<file path="config.mk">
export PLATFORM = sky130hd
export DESIGN_NAME = mips_pipeline_mem_access
export DESIGN_NICKNAME = d
export VERILOG_FILES = /design/src/rtl/mips_pipeline_mem_access_pkg.sv /design/src/rtl/mips_pipeline_mem_access_align.sv /design/src/rtl/mips_pipeline_mem_access.sv
export SDC_FILE = /design/constraint.sdc
export NUM_CORES = 1
export LEC_CHECK = 0
export ABC_AREA = 0
export BUFFER_PORTS_ARGS = -buffer_cell sky130_fd_sc_hd__buf_4
export CORE_MARGIN = 1.5
export CORE_UTILIZATION = 52
export CTS_CLUSTER_SIZE = 12
export DETAILED_ROUTE_END_ITERATION = 6
export GPL_TIMING_DRIVEN = 0
export PLACE_DENSITY_LB_ADDON = 0.12
export SKIP_LAST_GASP = 1
export SLEW_MARGIN = 5
export SYNTH_ARGS = -nofsm -noshare
export SYNTH_HDL_FRONTEND = slang
export SYNTH_SLANG_ARGS = --single-unit
</file>
<file path="constraint.sdc">
create_clock -name clock -period 3.2 [get_ports clock]
set_clock_uncertainty 0.1 [all_clocks]
set_input_delay 0.48 -clock clock [delete_from_list [all_inputs] [get_ports clock]]
set_output_delay 0.48 -clock clock [all_outputs]
set_load 0.03 [all_outputs]
</file>
<file path="src/rtl/mips_pipeline_mem_access_pkg.sv">
// Shared types for the MEM stage of the MIPS pipeline.
//   mem_size_e : access width encoding carried in the EX/MEM bundle
//   state_e    : MEM stage sequencer states
//   exmem_t    : EX/MEM pipeline register contents
//   memwb_t    : MEM/WB pipeline register contents, built with pack_memwb()
package mips_pipeline_mem_access_pkg;

    typedef enum logic [1:0] {
        MEM_BYTE = 2'd0,
        MEM_HALF = 2'd1,
        MEM_WORD = 2'd2
    } mem_size_e;

    typedef enum logic [1:0] {
        ST_IDLE   = 2'd0,
        ST_ACCESS = 2'd1,
        ST_DONE   = 2'd2
    } state_e;

    typedef struct packed {
        logic [31:0] alu_result;
        logic [31:0] store_data;
        logic        mem_read;
        logic        mem_write;
        mem_size_e   mem_size;
        logic        mem_signed;
        logic        reg_write;
        logic [4:0]  reg_dest;
    } exmem_t;

    typedef struct packed {
        logic [31:0] alu_result;
        logic [31:0] mem_data;
        logic        mem_to_reg;
        logic        reg_write;
        logic [4:0]  reg_dest;
        logic        addr_error;
    } memwb_t;

    function automatic memwb_t pack_memwb(
        input logic [31:0] alu_result,
        input logic [31:0] mem_data,
        input logic        mem_to_reg,
        input logic        reg_write,
        input logic [4:0]  reg_dest,
        input logic        addr_error
    );
        memwb_t r;
        r.alu_result = alu_result;
        r.mem_data   = mem_data;
        r.mem_to_reg = mem_to_reg;
        r.reg_write  = reg_write;
        r.reg_dest   = reg_dest;
        r.addr_error = addr_error;
        return r;
    endfunction

endpackage

</file>
<file path="src/rtl/mips_pipeline_mem_access_align.sv">
// Combinational byte-lane steering for data-memory accesses.
// Lane order is big-endian: address offset 0 maps to bits [31:24].
// Ports:
//   addr_lo    : address bits [1:0] of the access
//   mem_size   : access width
//   mem_signed : sign-extend loads when set, zero-extend otherwise
//   store_data : register value to store (low byte/half used for narrow stores)
//   rdata      : full word returned by memory
//   load_data  : extracted and extended load result
//   wdata      : store data replicated across all lanes
//   byte_en    : lanes written by the store
module mips_pipeline_mem_access_align
    import mips_pipeline_mem_access_pkg::*;
(
    input  logic [1:0]  addr_lo,
    input  mem_size_e   mem_size,
    input  logic        mem_signed,
    input  logic [31:0] store_data,
    input  logic [31:0] rdata,
    output logic [31:0] load_data,
    output logic [31:0] wdata,
    output logic [3:0]  byte_en
);

    logic [7:0]  rd_byte;
    logic [15:0] rd_half;

    always_comb begin
        rd_byte = 8'h00;
        case (addr_lo)
            2'd0:    rd_byte = rdata[31:24];
            2'd1:    rd_byte = rdata[23:16];
            2'd2:    rd_byte = rdata[15:8];
            default: rd_byte = rdata[7:0];
        endcase
        // Only addr bit 1 selects a halfword; bit 0 is ignored (forced alignment).
        rd_half = addr_lo[1] ? rdata[15:0] : rdata[31:16];

        load_data = rdata;
        wdata     = store_data;
        byte_en   = 4'b1111;
        case (mem_size)
            MEM_BYTE: begin
                load_data = {{24{mem_signed & rd_byte[7]}}, rd_byte};
                wdata     = {4{store_data[7:0]}};
                byte_en   = 4'b1000 >> addr_lo;
            end
            MEM_HALF: begin
                load_data = {{16{mem_signed & rd_half[15]}}, rd_half};
                wdata     = {2{store_data[15:0]}};
                byte_en   = addr_lo[1] ? 4'b0011 : 4'b1100;
            end
            default: begin
                load_data = rdata;
                wdata     = store_data;
                byte_en   = 4'b1111;
            end
        endcase
    end

endmodule

</file>
<file path="src/rtl/mips_pipeline_mem_access.sv">
// MEM stage of the MIPS pipeline: takes one EX/MEM bundle at a time, performs
// the optional data-memory access and presents the MEM/WB bundle downstream.
// Optional feature macro: MIPS_MEM_ALIGN_CHECK_EN -- when defined, misaligned
// half/word accesses skip memory and retire with addrError=1, regWrite=0.
// When undefined, low address bits are ignored and addrError is tied to 0.
// Ports:
//   clock, reset                 : rising-edge clock, async active-low reset
//   pipeIn/Valid/Ready           : upstream EX/MEM handshake
//   pipeOut/Valid/Ready          : downstream MEM/WB handshake
//   flush                        : drop the instruction held by this stage
//   memReq, memWe, memAddr,
//   memWData, memByteEn          : data-memory request (stable until memAck)
//   memAck, memRData             : completion strobe and read data
//
// state     | meaning
// ----------+-----------------------------------------------------------
// ST_IDLE   | empty, accepting a new bundle
// ST_ACCESS | memory request outstanding, waiting for memAck
// ST_DONE   | result presented downstream, waiting for pipeOutReady
module mips_pipeline_mem_access
    import mips_pipeline_mem_access_pkg::*;
(
    input  logic        clock,
    input  logic        reset,
    input  exmem_t      pipeIn,
    input  logic        pipeInValid,
    output logic        pipeInReady,
    output memwb_t      pipeOut,
    output logic        pipeOutValid,
    input  logic        pipeOutReady,
    input  logic        flush,
    output logic        memReq,
    output logic        memWe,
    output logic [31:0] memAddr,
    output logic [31:0] memWData,
    output logic [3:0]  memByteEn,
    input  logic        memAck,
    input  logic [31:0] memRData
);

    state_e      state_q, state_d;
    exmem_t      held_q, held_d;
    logic [31:0] rdata_q, rdata_d;
    logic        drop_q, drop_d;
    logic        addr_error;

    logic [31:0] load_data;
    logic [31:0] st_wdata;
    logic [3:0]  st_byte_en;

`ifdef MIPS_MEM_ALIGN_CHECK_EN
    logic addr_err_q, addr_err_d;

    function automatic logic misaligned(input exmem_t op);
        logic narrow_bad;
        narrow_bad = (op.mem_size == MEM_HALF) ? op.alu_result[0]
                   : (op.mem_size == MEM_BYTE) ? 1'b0
                   : (op.alu_result[1:0] != 2'b00);
        return (op.mem_read | op.mem_write) & narrow_bad;
    endfunction

    assign addr_error = addr_err_q;
`else
    assign addr_error = 1'b0;
`endif

    mips_pipeline_mem_access_align u_align (
        .addr_lo    (held_q.alu_result[1:0]),
        .mem_size   (held_q.mem_size),
        .mem_signed (held_q.mem_signed),
        .store_data (held_q.store_data),
        .rdata      (rdata_q),
        .load_data  (load_data),
        .wdata      (st_wdata),
        .byte_en    (st_byte_en)
    );

    always_comb begin
        state_d      = state_q;
        held_d       = held_q;
        rdata_d      = rdata_q;
        drop_d       = drop_q;
`ifdef MIPS_MEM_ALIGN_CHECK_EN
        addr_err_d   = addr_err_q;
`endif
        pipeInReady  = 1'b0;
        pipeOutValid = 1'b0;
        memReq       = 1'b0;
        memWe        = 1'b0;
        memAddr      = 32'h0;
        memWData     = 32'h0;
        memByteEn    = 4'h0;

        case (state_q)
            ST_IDLE: begin
                pipeInReady = 1'b1;
                // A flush also kills whatever upstream offers this cycle.
                if (pipeInValid && !flush) begin
                    held_d  = pipeIn;
                    rdata_d = 32'h0;
                    drop_d  = 1'b0;
`ifdef MIPS_MEM_ALIGN_CHECK_EN
                    addr_err_d = misaligned(pipeIn);
                    if (misaligned(pipeIn))
                        state_d = ST_DONE;
                    else
`endif
                    if (pipeIn.mem_read || pipeIn.mem_write)
                        state_d = ST_ACCESS;
                    else
                        state_d = ST_DONE;
                end
            end
            ST_ACCESS: begin
                // The request cannot be retracted, so a flush only marks the
                // result to be dropped once memory acknowledges.
                memReq    = 1'b1;
                memWe     = held_q.mem_write;
                memAddr   = {held_q.alu_result[31:2], 2'b00};
                memWData  = st_wdata;
                memByteEn = held_q.mem_write ? st_byte_en : 4'h0;
                if (memAck) begin
                    if (drop_q || flush) begin
                        state_d = ST_IDLE;
                        drop_d  = 1'b0;
                    end else begin
                        rdata_d = memRData;
                        state_d = ST_DONE;
                    end
                end else if (flush) begin
                    drop_d = 1'b1;
                end
            end
            ST_DONE: begin
                pipeOutValid = !flush;
                if (flush || pipeOutReady)
                    state_d = ST_IDLE;
            end
            default: state_d = ST_IDLE;
        endcase
    end

    assign pipeOut = pack_memwb(held_q.alu_result,
                                load_data,
                                held_q.mem_read,
                                held_q.reg_write & ~addr_error,
                                held_q.reg_dest,
                                addr_error);

    always_ff @(posedge clock or negedge reset) begin
        if (!reset) begin
            state_q <= ST_IDLE;
            held_q  <= '0;
            rdata_q <= 32'h0;
            drop_q  <= 1'b0;
        end else begin
            state_q <= state_d;
            held_q  <= held_d;
            rdata_q <= rdata_d;
            drop_q  <= drop_d;
        end
    end

`ifdef MIPS_MEM_ALIGN_CHECK_EN
    always_ff @(posedge clock or negedge reset) begin
        if (!reset)
            addr_err_q <= 1'b0;
        else
            addr_err_q <= addr_err_d;
    end
`endif

endmodule
</file>
; After elaboration in Yosys (flattened, before gate mapping)
; Index checks and enable logic that the tools add are counted.
; Widths: inputs -> output; s select.
[totals]
latch_bits = 0
mem_count = 0
romBits = 0
output_inout_bits = 144
ram_bits = 0
ff_bits = 110
[op_classes]
shift = 1
magnitude_cmp = 0
n_eq_ne = 11
reduce_logical = 13
muxes = 29
n_addsub = 0
multipliers = 0
n_div = 0
bitwise_logic = 2
[op_table]
columns = cell, count
row1 = $pmux 32 s2, 3
row2 = $mux 32, 5
row3 = $pmux 8 s3, 1
row4 = $mux 16, 1
row5 = $mux 4, 3
row6 = $mux 2, 5
row7 = $mux 1, 8
row8 = $ne 2x2->1 const B, 4
row9 = $pmux 4 s2, 1
row10 = $reduce_and 4->1, 2
row11 = $eq 2x1->1 const B, 3
row12 = $logic_not 2->1, 3
row13 = $ne 3x3->1 const B, 2
row14 = $pmux 2 s3, 1
row15 = $eq 2x2->1 const B, 2
row16 = $shr 4x2->4 const A, 1
row17 = $logic_or 1x1->1, 3
row18 = $reduce_and 3->1, 1
row19 = $and 1x1->1, 2
row20 = $pmux 1 s2, 1
row21 = $reduce_and 2->1, 1
row22 = $reduce_bool 2->1, 1
row23 = $logic_and 1x1->1, 1
row24 = $logic_not 1->1, 1

; Depth between registers and ports, before layout
[logic_depth]
word_depth = 4
mapped_depth = 6

; Cells and area by module
; Synthesis repeated with hierarchy kept, for this count alone.
[hier_totals]
cells_unflattened = 556
area_unflattened_um2 = 6411.1
[modules_own_cells]
columns = mod, seq_area_each_um2, n_inst, cells_per_inst, area_per_inst_um2
row1 = mips_pipeline_mem_access, 2752.6, 1, 400, 5278.8
row2 = mips_pipeline_mem_access_align, 0.0, 1, 156, 1132.3

; Least setup slack after synthesis
; Ideal clock, no wire load.
[synth_path]
path_kind = reg-to-output
startpoint = register held_q[7] (netlist bit)
endpoint = output pipeOut[16] (netlist bit)
slack_ns = 1.048
arrival_time_ns = 1.572
n_path_buf = 2
required_ns = 2.620
stages_incl_launch_ff = 7
path_cell_list = dfrtp_1 > or2_1 > buf_4 > a31oi_4 > and4_1 > buf_4 > a221o_1
[synth_lines]
columns = item, line_no
row1 = start: declaration, mips_pipeline_mem_access.sv:42  ; exmem_t held_q, held_d;
row2 = start signal: assignment, mips_pipeline_mem_access.sv:158  ; held_q <= held_d;
row3 = end: declaration, mips_pipeline_mem_access.sv:28  ; output memwb_t pipeOut,

; Worst setup path after layout
[layout_path]
startpoint = register state_q[1]
endpoint = output memWData[7]
[layout_via]
elab_chain_len = 2
[layout_rtl]
columns = item, line_no
row1 = start: declaration, mips_pipeline_mem_access.sv:41  ; state_e state_q, state_d;
row2 = start signal: assignment, mips_pipeline_mem_access.sv:157  ; state_q <= state_d;
row3 = $eq 2x1->1, mips_pipeline_mem_access.sv:94  ; case (state_q)
row4 = $mux 32, mips_pipeline_mem_access.sv:94
row5 = end: declaration, mips_pipeline_mem_access.sv:35  ; output logic [31:0] memWData,
; Every way passes these cells.

==> out/metrics.csv <==
stage;metric;value;unit
timing;fin_crit_sh;88.1;%
timing;drv_slew;0;
placement;gp_congestion;0.935;
worst_setup_path;r2r_cells;5;
worst_setup_path;required;2620;ps
cts;htreeDepth;3;
job;maxCapViolCount;0;
timing;relSlewSlack;30.3;%
floorplanning;fp.coreArea;11000;um2
route;wl_per_cell;17.1;um
route;drt-initial-drc-count;348;
worst_setup_path;crit_path_max_fanout;10;
pwr;p_per_area;698;nW/um2
route;wl_met3;1.22;mm
pwr;leakagePower;0.00417;uW
logic_synthesis;synth.area.top_cells;dfrtp_1 46%, mux2_2 14%, nand2_1 7.4%;
timing;rsz0062_at_grt;no;
placement;dp.cells;990;
hold_path;hold_class;input pin to async pin;
logic_synthesis;syn_area;5920;um2
route;wl;17.3;mm
logic_synthesis;synth.distinct_cells;36;
worst_setup_path;r2r_start;state_q[0];
route;drc;0;
worst_setup_path;crit_family;buffers and inverters;
worst_setup_path;path_cells;inv_1 -> nand2_1 -> inv_2 -> clkbuf_1 -> and2_1 -> buf_4;
final_layout;fin_area;8310;um2
timing;worst_pin_slew;1040;ps
logic_synthesis;synth_area_per_cell;9.95;um2
worst_setup_path;critPathBufInv;4;
cts;cts_setup_buffers;0;
pwr;irDropWorstVdd;431;uV
cts;tritoncts;done;
global_route;grt_usage;28.7;%
logic_synthesis;synth_top_cell_by_area;dfrtp_1;
route;via_per_inst;5.36;
worst_setup_path;slowest_delay;470;ps
run_status;run_status;finished clean;
floorplanning;start_util;53.9;%
floorplanning;ios;257;
cts;numClockSinks;110;
final_layout;layout.nets;974;
cts;ctsResizeCount;0;
floorplanning;die_x;110;um
global_route;grt_pass1_vias;5338;
worst_setup_path;cp-startpoint;state_q[1];
route;first_pass_iters;5;
worst_setup_path;timing.rr.end;rdata_q[17];
worst_setup_path;start_kind;register;
worst_setup_path;reg2reg_slack;1220;ps
timing;timing.fmax;355;MHz
worst_setup_path;cp.arrival;2240;ps
final_layout;antenna_cells;0;
pwr;swShare;39.1;%
placement;hpwl;13.0;mm
pwr;power.internal;3530;uW
pwr;power;5800;uW
logic_synthesis;synth-seq-cells;110;
logic_synthesis;yosysWarnings;0;
logic_synthesis;yosysSeqAreaShare;46.5;%
floorplanning;dieArea;12000;um2
route;met2_length;8.69;mm
placement;placed_cell_area;8010;um2
cts;cts-buffers-inserted;9;
timing;fin_setup_tns;0;ps
worst_setup_path;crit_type;register to primary output;
global_route;grt_max_degree;111;
pwr;comb_power_share;46.4;%
logic_synthesis;synth_cells;595;
route;top_layer_used;met4;
timing;setup-violations-final;0;
cts;path_clk_slew;70;ps
timing;hold_viol;0;
global_route;grt_pass1_wl;26.3;mm
route;antenna_left;0;
final_layout;final_util;75.7;%
pwr;clkPwrFrac;19.4;%
worst_setup_path;cp.depth;6;
route;wl_met1;6.96;mm
route;num_vias;5390;
cts;worstSkewPairLatency;340;ps
cts;cts-root-buf;clkbuf_16;
timing;fin_crit;2820;ps
global_route;antenna_found_initial;0;
worst_setup_path;crit_path_end;memWData[7];
final_layout;drive_gt1_share;47.1;%
floorplanning;fp.dieH;110;um
final_layout;final_cells;1006;
logic_synthesis;synth_top_area_share;46.5;%
worst_setup_path;crit_path_end_kind;primary output;
final_layout;synthToLayoutAreaGrowth;40.3;%
cts;clockBufferDepth;2;
pwr;switchingPower;2270;uW
placement;io_buffers;253;
final_layout;nFillCells;796;
worst_setup_path;cp_slowest_cell;clkbuf_1;
cts;cts.hold.buffers_added;0;
floorplanning;fp-row-count;38;
global_route;grt-ovfl-total;0;
pwr;seq_power_share;34.2;%
==> layout by cell type (no fill, tap or decap), types with 2 or more instances in the layout <==
| master | synthesis | routed |
|---|---|---|
| clkbuf_1 | 17 | 19 |
| nand2_1 | 116 | 116 |
| a221o_1 | 16 | 16 |
| nand2b_1 | 3 | 3 |
| a22o_1 | 9 | 9 |
| clkbuf_8 | 0 | 2 |
| mux2i_1 | 24 | 24 |
| clkbuf_16 | 0 | 9 |
| conb_1 | 1 | 3 |
| buf_1 | 6 | 6 |
| inv_1 | 5 | 5 |
| dfrtp_1 | 110 | 110 |
| buf_6 | 2 | 3 |
| buf_4 | 50 | 302 |
| buf_2 | 5 | 5 |
| nor2_1 | 44 | 44 |
| o21ai_0 | 34 | 34 |
| a21oi_1 | 21 | 21 |
| o21ai_2 | 2 | 2 |
| and2_1 | 38 | 38 |
| mux2_2 | 75 | 75 |
==> worst min-delay path by stage <==
stage	cells past startpoint	start	end	slack, ps
after floorplan	0	reset	drop_q	80
after global placement	2	rdata_q[0]	rdata_q[0]	370
after detailed placement	2	rdata_q[2]	rdata_q[2]	380
after CTS	1	reset	rdata_q[16]	220
after global routing	2	flush	state_q[1]	250
final	1	reset	rdata_q[16]	120
==> per-stage QoR <==
step / setup slack (ps) / hold slack (ps)
finish: 380 / 118
global route: 286 / 249
CTS: 414 / 218
detailed placement: 790 / 377
global placement: 833 / 374
floorplan: 1050 / 84.4
==> synth_stat cells (all sizes together) <==
master   number
nand2       116
dfrtp       110
mux2         76
buf          63
nor2         44
and2         38
o21ai        36
mux2i        24
a21oi        21
clkbuf       18
a221o        16
a22o          9
inv           6
nand2b        3
and4          2
or2           2
a211oi        1
a31oi         1
a41oi         1
and3b         1
conb          1
nor2b         1
nor3          1
o22ai         1
o2bb2ai       1
o32a          1
or3           1
==> metal layers <==
layer / vias to the layer above / GRT usage, %
met5: - / 0
met4: 0 / 11.6
met3: 31 / 5.87
met2: 228 / 48.9
li1: 2498 / -
met1: 2633 / 35.6
==> kinds of logic after synthesis <==
group	after synthesis	share of synthesized area, %
buffers and inverters	87	9.06
and+or+nand+nor	209	15.5
muxes	100	18.6
DFF	110	46.5
AOI/OAI and AO/OA	88	10.4
other	1	0.0633
==> power by group through the flow <==
stage                     Clock (uW)  Sequential, uW  Combinational, uW
final                           1130            1980               2690
after detailed placement           0            2000               2690
after global placement             0            1970               2630
after floorplan                    0            1910               1820
after global routing            1200            2030               2860
after CTS                       1140            1980               2700
==> area by class of cell <==
cell class	instances	area, um2	share of cell area [%]
sequential	110	2750	33.1
buffer	81	514	6.19
inverter	6	22.5	0.271
clock buffer	13	260	3.13
clock inverter	3	42.5	0.512
tap	140	175	2.11
multi-input combinational	400	2640	31.8
timing repair buffer	253	1900	22.9
==> registers in the layout, summed over array words and instances, names as in the netlist <==
name	flops
drop_q	1
held_q	36
pipeOut	39
rdata_q	32
state_q	2
No activity file was read; power rests on OpenSTA's default activity.
